`config.mk`:
```
export PLATFORM = sky130hd
export DESIGN_NAME = vga_fade_stage
export DESIGN_NICKNAME = d
export VERILOG_FILES = /design/src/rtl/vga_fade_stage.sv
export SDC_FILE = /design/constraint.sdc
export NUM_CORES = 1
export LEC_CHECK = 0
export ABC_AREA = 1
export BUFFER_PORTS_ARGS = -buffer_cell sky130_fd_sc_hd__buf_2
export CAP_MARGIN = 20
export CORE_MARGIN = 2
export CORE_UTILIZATION = 24
export DETAILED_ROUTE_END_ITERATION = 8
export SYNTH_ARGS = -nofsm -noshare
export SYNTH_HDL_FRONTEND = slang
export SYNTH_SLANG_ARGS = --single-unit
```
`constraint.sdc`:
```
create_clock -name clk -period 4.7 [get_ports clk]
set_input_delay 0.47 -clock clk [delete_from_list [all_inputs] [get_ports clk]]
set_output_delay 0.47 -clock clk [all_outputs]
set_load 0.03 [all_outputs]
```
`src/rtl/vga_fade_stage.sv`:
```
// Post-mux video stage: frame-synchronous fade-out / hold / fade-in on request,
// with hsync/vsync/blankN realigned to the one-clock-delayed RGB path.

module vga_fade_chan #(
  parameter int LOG2_STEPS = 3
) (
  input  logic                  clk,
  input  logic                  resetN,
  input  logic                  vis_i,
  input  logic [LOG2_STEPS:0]   lvl_i,
  input  logic [7:0]            pix_i,
  output logic [7:0]            pix_o
);
  logic [8+LOG2_STEPS:0] prod;
  logic [7:0]            pix_d, pix_q;

  // Widen both operands so the product never overflows; L<=MAX keeps the result in 8 bits.
  assign prod  = {{(LOG2_STEPS+1){1'b0}}, pix_i} * {8'd0, lvl_i};
  assign pix_d = vis_i ? 8'(prod >> LOG2_STEPS) : 8'd0;

  always_ff @(posedge clk or negedge resetN)
    if (!resetN) pix_q <= '0;
    else         pix_q <= pix_d;

  assign pix_o = pix_q;
endmodule

module vga_fade_stage #(
  parameter int LOG2_STEPS      = 3,
  parameter int FRAMES_PER_STEP = 4,
  parameter int HOLD_FRAMES     = 30,
  parameter int SYNC_DELAY      = 2
) (
  input  logic       clk,
  input  logic       resetN,
  input  logic       startOfFrame,
  input  logic       fadeTrigger,
  input  logic [7:0] redIn,
  input  logic [7:0] greenIn,
  input  logic [7:0] blueIn,
  input  logic       hsyncIn,
  input  logic       vsyncIn,
  input  logic       blankNIn,
  output logic [7:0] redOut,
  output logic [7:0] greenOut,
  output logic [7:0] blueOut,
  output logic       hsyncOut,
  output logic       vsyncOut,
  output logic       blankNOut,
  output logic       fadeBusy,
  output logic       holdActive
);
  localparam logic [LOG2_STEPS:0] LMAX = {1'b1, {LOG2_STEPS{1'b0}}};
  localparam logic [7:0] FPS_LAST  = 8'(FRAMES_PER_STEP - 1);
  localparam logic [7:0] HOLD_LAST = 8'(HOLD_FRAMES - 1);

  typedef enum logic [1:0] {IDLE, FADE_OUT, HOLD, FADE_IN} state_t;

  state_t                state_q, state_d;
  logic [LOG2_STEPS:0]   lvl_q, lvl_d;
  logic [7:0]            cnt_q, cnt_d;
  logic [7:0]            hold_q, hold_d;
  logic [SYNC_DELAY-1:0] hs_q, vs_q, blk_q;

  // Sync pipelines; blank tap one stage early lines up with the mux-registered RGB.
  always_ff @(posedge clk or negedge resetN)
    if (!resetN) begin
      hs_q  <= '1;
      vs_q  <= '1;
      blk_q <= '0;
    end else begin
      hs_q  <= {hs_q[SYNC_DELAY-2:0],  hsyncIn};
      vs_q  <= {vs_q[SYNC_DELAY-2:0],  vsyncIn};
      blk_q <= {blk_q[SYNC_DELAY-2:0], blankNIn};
    end

  assign hsyncOut  = hs_q[SYNC_DELAY-1];
  assign vsyncOut  = vs_q[SYNC_DELAY-1];
  assign blankNOut = blk_q[SYNC_DELAY-1];

  logic [2:0][7:0] pix_in, pix_out;
  assign pix_in = {redIn, greenIn, blueIn};

  for (genvar i = 0; i < 3; i++) begin : g_chan
    vga_fade_chan #(.LOG2_STEPS(LOG2_STEPS)) u_chan (
      .clk   (clk),
      .resetN(resetN),
      .vis_i (blk_q[SYNC_DELAY-2]),
      .lvl_i (lvl_q),
      .pix_i (pix_in[i]),
      .pix_o (pix_out[i])
    );
  end

  assign {redOut, greenOut, blueOut} = pix_out;

  always_ff @(posedge clk or negedge resetN)
    if (!resetN) begin
      state_q <= IDLE;
      lvl_q   <= LMAX;
      cnt_q   <= '0;
      hold_q  <= '0;
    end else begin
      state_q <= state_d;
      lvl_q   <= lvl_d;
      cnt_q   <= cnt_d;
      hold_q  <= hold_d;
    end

  always_comb begin
    state_d = state_q;
    lvl_d   = lvl_q;
    cnt_d   = cnt_q;
    hold_d  = hold_q;
    unique case (state_q)
      IDLE: begin
        lvl_d = LMAX;
        if (fadeTrigger) begin
          state_d = FADE_OUT;
          cnt_d   = '0;
        end
      end
      FADE_OUT: begin
        if (startOfFrame) begin
          if (cnt_q == FPS_LAST) begin
            cnt_d = '0;
            lvl_d = (lvl_q == '0) ? '0 : lvl_q - 1'b1;
            if (lvl_q <= 1) begin
              state_d = HOLD;
              hold_d  = '0;
            end
          end else begin
            cnt_d = cnt_q + 8'd1;
          end
        end
      end
      HOLD: begin
        lvl_d = '0;
        if (startOfFrame) begin
          if (hold_q == HOLD_LAST) begin
            state_d = FADE_IN;
            cnt_d   = '0;
          end else begin
            hold_d = hold_q + 8'd1;
          end
        end
      end
      FADE_IN: begin
        // A new request reverses the fade from wherever the level is now.
        if (fadeTrigger) begin
          state_d = FADE_OUT;
          cnt_d   = '0;
        end else if (startOfFrame) begin
          if (cnt_q == FPS_LAST) begin
            cnt_d = '0;
            lvl_d = (lvl_q == LMAX) ? LMAX : lvl_q + 1'b1;
            if (lvl_q >= LMAX - 1'b1) state_d = IDLE;
          end else begin
            cnt_d = cnt_q + 8'd1;
          end
        end
      end
      default: state_d = IDLE;
    endcase
  end

  assign fadeBusy   = (state_q != IDLE);
  assign holdActive = (state_q == HOLD);
endmodule

```
# Yosys cells after proc, flatten, opt, wreduce, memory -nomap -nowiden
# Index checks and enable logic that the tools add are counted.
[classes] n_addsub=4 n_mul=3 order_cmp=2 n_eq_ne=19 mux=35 n_reduce_logical=8
[ops] op="$mux 8" n=14
[ops] op="$mul 8x4->11" n=3
[ops] op="$pmux 8 s4" n=1
[ops] op="$mux 4" n=7
[ops] op="$mux 2" n=10
[ops] op="$ne 2x2->1 const B" n=9
[ops] op="$add 8x1->8 const B" n=2
[ops] op="$pmux 4 s4" n=1
[ops] op="$pmux 8 s2" n=1
[ops] op="$ne 3x3->1 const B" n=3
[ops] op="$reduce_and 9->1" n=1
[ops] op="$eq 8x2->1 const B" n=1
[ops] op="$eq 8x5->1 const B" n=1
[ops] op="$pmux 2 s4" n=1
[ops] op="$reduce_and 6->1" n=1
[ops] op="$reduce_and 5->1" n=1
[ops] op="$add 4x1->4 const B" n=1
[ops] op="$eq 2x2->1 const B" n=2
[ops] op="$eq 4x4->1 const B" n=1
[ops] op="$ge 4x3->1 const B" n=1
[ops] op="$le 4x1->1 const B" n=1
[ops] op="$logic_not 4->1" n=1
[ops] op="$reduce_bool 2->1" n=2
[ops] op="$sub 4x1->4 const B" n=1
[ops] op="4 further kinds" n=4
[totals] reg_bits=52 in_bits=31 out_inout_bits=29 word_cells=81

# Logic depth before layout (Yosys ltp)
[logic_depth] depth_word=6 mapped_depth=17 mapped_depth_nobuf=15

# Hierarchy
# From an unflattened synthesis, not the netlist that was laid out.
[unflattened] hier_cells=760 hier_area_um2=5338.9
[modules_own_cells] module="vga_fade_chan (g_chan[1].u_chan ...)" n_inst=2 cells_per_inst=171 area_per_inst_um2=1178.6 seq_area_each_um2=200.2
[modules_own_cells] module="vga_fade_stage" n_inst=1 cells_per_inst=247 area_per_inst_um2=1800.5 seq_area_each_um2=706.9
[modules_own_cells] module="vga_fade_chan (g_chan[0].u_chan)" n_inst=1 cells_per_inst=171 area_per_inst_um2=1181.1 seq_area_each_um2=200.2

# Worst setup path before layout
# OpenSTA, ideal clock, no wires.
[synth_timing] kind="register to register" start="reg lvl_q[3]" end="reg g_chan[0].u_chan.pix_q[7]" setup_time_ns=0.117 t_arrival_ns=3.188 t_required_ns=4.583 slack_ns=1.396 stages_incl_launch_ff=17 n_path_buf=2 period_less_slack_ns=3.304 cell_sequence="dfstp_2 buf_2 buf_1 nand2_1 fa_1 inv_1 fa_1 inv_1 fa_1 inv_1 nand3_1 nand2_1 nand4_1 nand3_1 nand2_1 nand2_1 nor2_1"
[synth_between] elab_chain_cells=2
[synth_rtl] item="start: declaration" line_no="60" text="logic [LOG2_STEPS:0] lvl_q, lvl_d;"
[synth_rtl] item="start signal: assignment" line_no="105" text="lvl_q <= lvl_d;"
[synth_rtl] item="$mul 8x4->11" line_no="18" text="assign prod = {{(LOG2_STEPS+1){1'b0}}, pix_i} * {8'd0, lvl_i};"
[synth_rtl] item="$mux 8" line_no="19" text="assign pix_d = vis_i ? 8'(prod >> LOG2_STEPS) : 8'd0;"
[synth_rtl] item="via g_chan[0].u_chan.pix_d[7]" line_no="15" text="logic [7:0] pix_d, pix_q;"
[synth_rtl] item="end signal: assignment" line_no="23" text="else pix_q <= pix_d;"
[synth_rtl] item="end: declaration" line_no="15"
# The timed path passes the listed nets, and every way through them passes these cells.
# A chain may end at the register's enable or synchronous reset.

# Final worst setup path
# Same ends and word-level chain as after synthesis.

==> results by group <==
Synth
  – Sequential element share of the synthesized area: 25.16%
  – Leading area contributor after synthesis: dfrtp_1
  – Ys async rst share: 100.0%
  – EDFF count, synth: 0
  – Top-area cell type share of the netlist area: 22.63%
  – Cell variety after synth: 39
  – FF+latch count, synth: 52
  – Warnings from Yosys: 0
  – Syn nets: approximately 830
  – Ranking of synthesized cells by area: dfrtp_1 23%, fa_1 14%, nand2_1 13%
  – Avg Cell Area, Syn: 7.308 µm²
  – Synthesized area: slightly above 0.005 mm²
  – Post-synth top flop: dfrtp_1
  – Top-count cell post-synth: nand2_1
  – Cells after synthesis: 711
  – Post-synth top cells: 175 x nand2_1, 174 x inv_1, 47 x dfrtp_1, 47 x ha_1, 43 x nor2_1

Global routing
  – GRT Total Usage: around a tenth
  – Initial antenna violation count: 0
  – First-pass GRT wire length: slightly below 20000 µm
  – Largest net degree at the start of global routing: 53
  – Total gr overflow: 0
  – Vias in the first global route: 4152

CTS
  – CTS tree: done
  – CTS Buf Count: 5
  – H-tree levels: 2
  – Clock buffer depth: 2
  – Worst-path clk slew: 70 ps
  – Clock Latency Late Sink: ~300 ps
  – Post-CTS Hold Buffers: 0
  – Post-cts sizing count: 0
  – CTS root buf: clkbuf_16
  – Setup Fix Bufs, Post-CTS: 0
  – Total clock sinks: between 50 and 60

Floorplanning
  – Row count: 53
  – IO Count: 60
  – Initial core utilization: 24.56%
  – Full die area: 0.02284 mm²
  – Core Area: 0.02115 mm²
  – Die Span X: approximately 150 µm
  – Height of the die: 151.1 µm

Drt
  – DRT antenna net count: 0
  – DR iter-0 viols: between 150 and 200
  – Vias per cell: 4.113
  – Vias: 4282
  – Drt total wl: 11420 µm
  – DRT Pass-1 Iters: 4
  – WL/cell: 10.97 µm
  – Remaining DRCs: 0

STA
  – Final Hold Viols: 0
  – Setup Viol. Count Final: 0
  – Clock skew: 7.242 ps
  – Max frequency: a little under 300 MHz
  – RSZ-0062 raised after global routing: no
  – Slew @ Worst Pin: approximately 900 ps
  – Final Slew Violations: 0
  – Period utilization: 72.90%
  – Rel. slew slack: 41.74%
  – Fin crit period: 3426 ps
  – Total negative slack: 0 ps

Placed design
  – RePlAce Congestion: 0.7909
  – PortBufs: 59
  – Final HPWL DP: ~9100 µm

Cells and area
  – Area grow syn2layout: 15.34%
  – Antenna diode count: 0
  – Fin nets: around 880
  – Share of cells above drive strength 1: 12.66%

Critical path
  – Crit path kind: flip-flop to flip-flop
  – CP arrival: 3620 ps
  – Critical path capture point type: flip-flop
  – Critical Path RT: between 4000 and 5000 ps
  – Startpoint class of the critical path: flip-flop
  – Critical Path Fanout Max: 29

Pwr
  – Leak: ~3.5 nW
  – VDD IR max: 186.9 µV
  – Pwr/cell area: 533.7 mW/mm²
  – Overall power: roughly 0.0032 W

Flow run
  – # Max-Cap Violations: 0

Outcome
  – Outcome: finished clean

Hold path
  – Worst Hold Class: primary input to flip-flop
cell type report:
cell class                      instances  area, µm²
Fill cell                            2327      15160
Multi-Input combinational cell        469       3154
Sequential cell                        52       1308
Inverter                              176      661.9
Tap cell                              275      344.1
Timing Repair Buffer                   61      310.3
Clock buffer                            5      125.1
Clock inverter                          3      90.09
cells by family after synthesis:
| family | after synthesis | share of synthesized area (%) |
|---|---|---|
| flops | 52 | 25.16 |
| simple gates | 288 | 24.15 |
| buf+inv | 190 | 14.13 |
| xor+xnor | 15 | 2.528 |
| compound gates | 83 | 8.837 |
| fa+ha+maj | 83 | 25.19 |
where the power goes:
| part | switching (W) | internal (W) | leakage [nW] |
|---|---|---|---|
| Clock | 0.000178 | 0.000359 | 0.104 |
| Combinational | 0.00127 | 0.000649 | 2.69 |
| Sequential | 0.000164 | 0.000583 | 0.681 |
| Total | 0.00161 | 0.00159 | 3.48 |
worst max-delay path, cell delays in order, from the launching register on:
cell     delay, ps
dfstp_2        870
nand2_1        160
fa_1           560
inv_1           50
fa_1           560
inv_1           60
fa_1           410
inv_1           90
nand3_1         70
nand2_1        130
nand4_1         90
nand3_1        100
nand2_1         50
nand2_1         50
nor2_1          50
layout by cell type (no fill, tap or decap):
| cell type | count |
|---|---|
| nor2_1 | 43 |
| a31oi_1 | 3 |
| dfstp_2 | 5 |
| nor2_2 | 5 |
| o21ai_2 | 4 |
| nor3_4 | 1 |
| o21bai_1 | 3 |
| ha_1 | 47 |
| a21oi_1 | 34 |
| o21ai_0 | 30 |
| buf_4 | 2 |
| and3_1 | 4 |
| clkinv_2 | 1 |
| nand3_1 | 36 |
| dfrtp_1 | 47 |
| o21ai_1 | 3 |
| nand3b_1 | 3 |
| xor2_1 | 10 |
| nand2_2 | 2 |
| nand2_4 | 3 |
| nand3_2 | 1 |
| o31ai_1 | 1 |
| nand3_4 | 1 |
| nand2_1 | 175 |
| or2_2 | 1 |
| fa_1 | 36 |
| bufinv_16 | 3 |
| nor2_4 | 1 |
| a31o_2 | 2 |
| buf_2 | 59 |
| o211ai_1 | 2 |
| inv_2 | 1 |
| xnor2_1 | 5 |
| o21a_1 | 1 |
| nor3_1 | 4 |
| nand4_1 | 8 |
| clkbuf_16 | 5 |
| inv_1 | 174 |
worst paths after layout:
check | start | end | slack (ps) | cells past startpoint
max | lvl_q[3] | g_chan[0].u_chan.pix_o[7] | 1270 | 14
min | vsyncIn | vs_q[0] | 270 | 1
max reg2reg | lvl_q[3] | g_chan[0].u_chan.pix_o[7] | 1270 | 14
min reg2reg | hs_q[0] | hs_q[1] | 360 | 0
max in group asynchronous | resetN | g_chan[0].u_chan.pix_o[7] | 3930 | 2
min in group asynchronous | resetN | cnt_q[5] | 300 | 2
routing by layer:
layer | up-vias | GRT usage [%] | wire (µm)
li1 | 2268 | - | -
met1 | 1955 | 14.00 | 5437
met3 | 8 | 2.620 | 444
met4 | 0 | 2.617 | 131
met2 | 51 | 17.39 | 5403
met5 | - | 0 | 0
through the flow:
stage          setup WS (ps)  cells  utilization [%]  hold slack, ps  cell area (µm²)
2_1_floorplan           1396    711                -           174.4             5196
6_report                1274   1041            28.33           268.0             5993
5_1_grt                951.9   1041            28.33           256.0             5993
3_5_place_dp            1261   1033            27.31           347.6             5778
3_3_place_gp            1331   1033            27.31           346.5             5778
4_1_cts                 1255   1041            28.33           258.6             5993
flip-flops by register name, summed over array words and instances, names as in the netlist:
register / cells
blk_q: 2
cnt_q: 8
g_chan.u_chan.pix_o: 24
hold_q: 8
hs_q: 2
lvl_q: 4
state_q: 2
vs_q: 2
No activity file was read; power rests on OpenSTA's default activity.
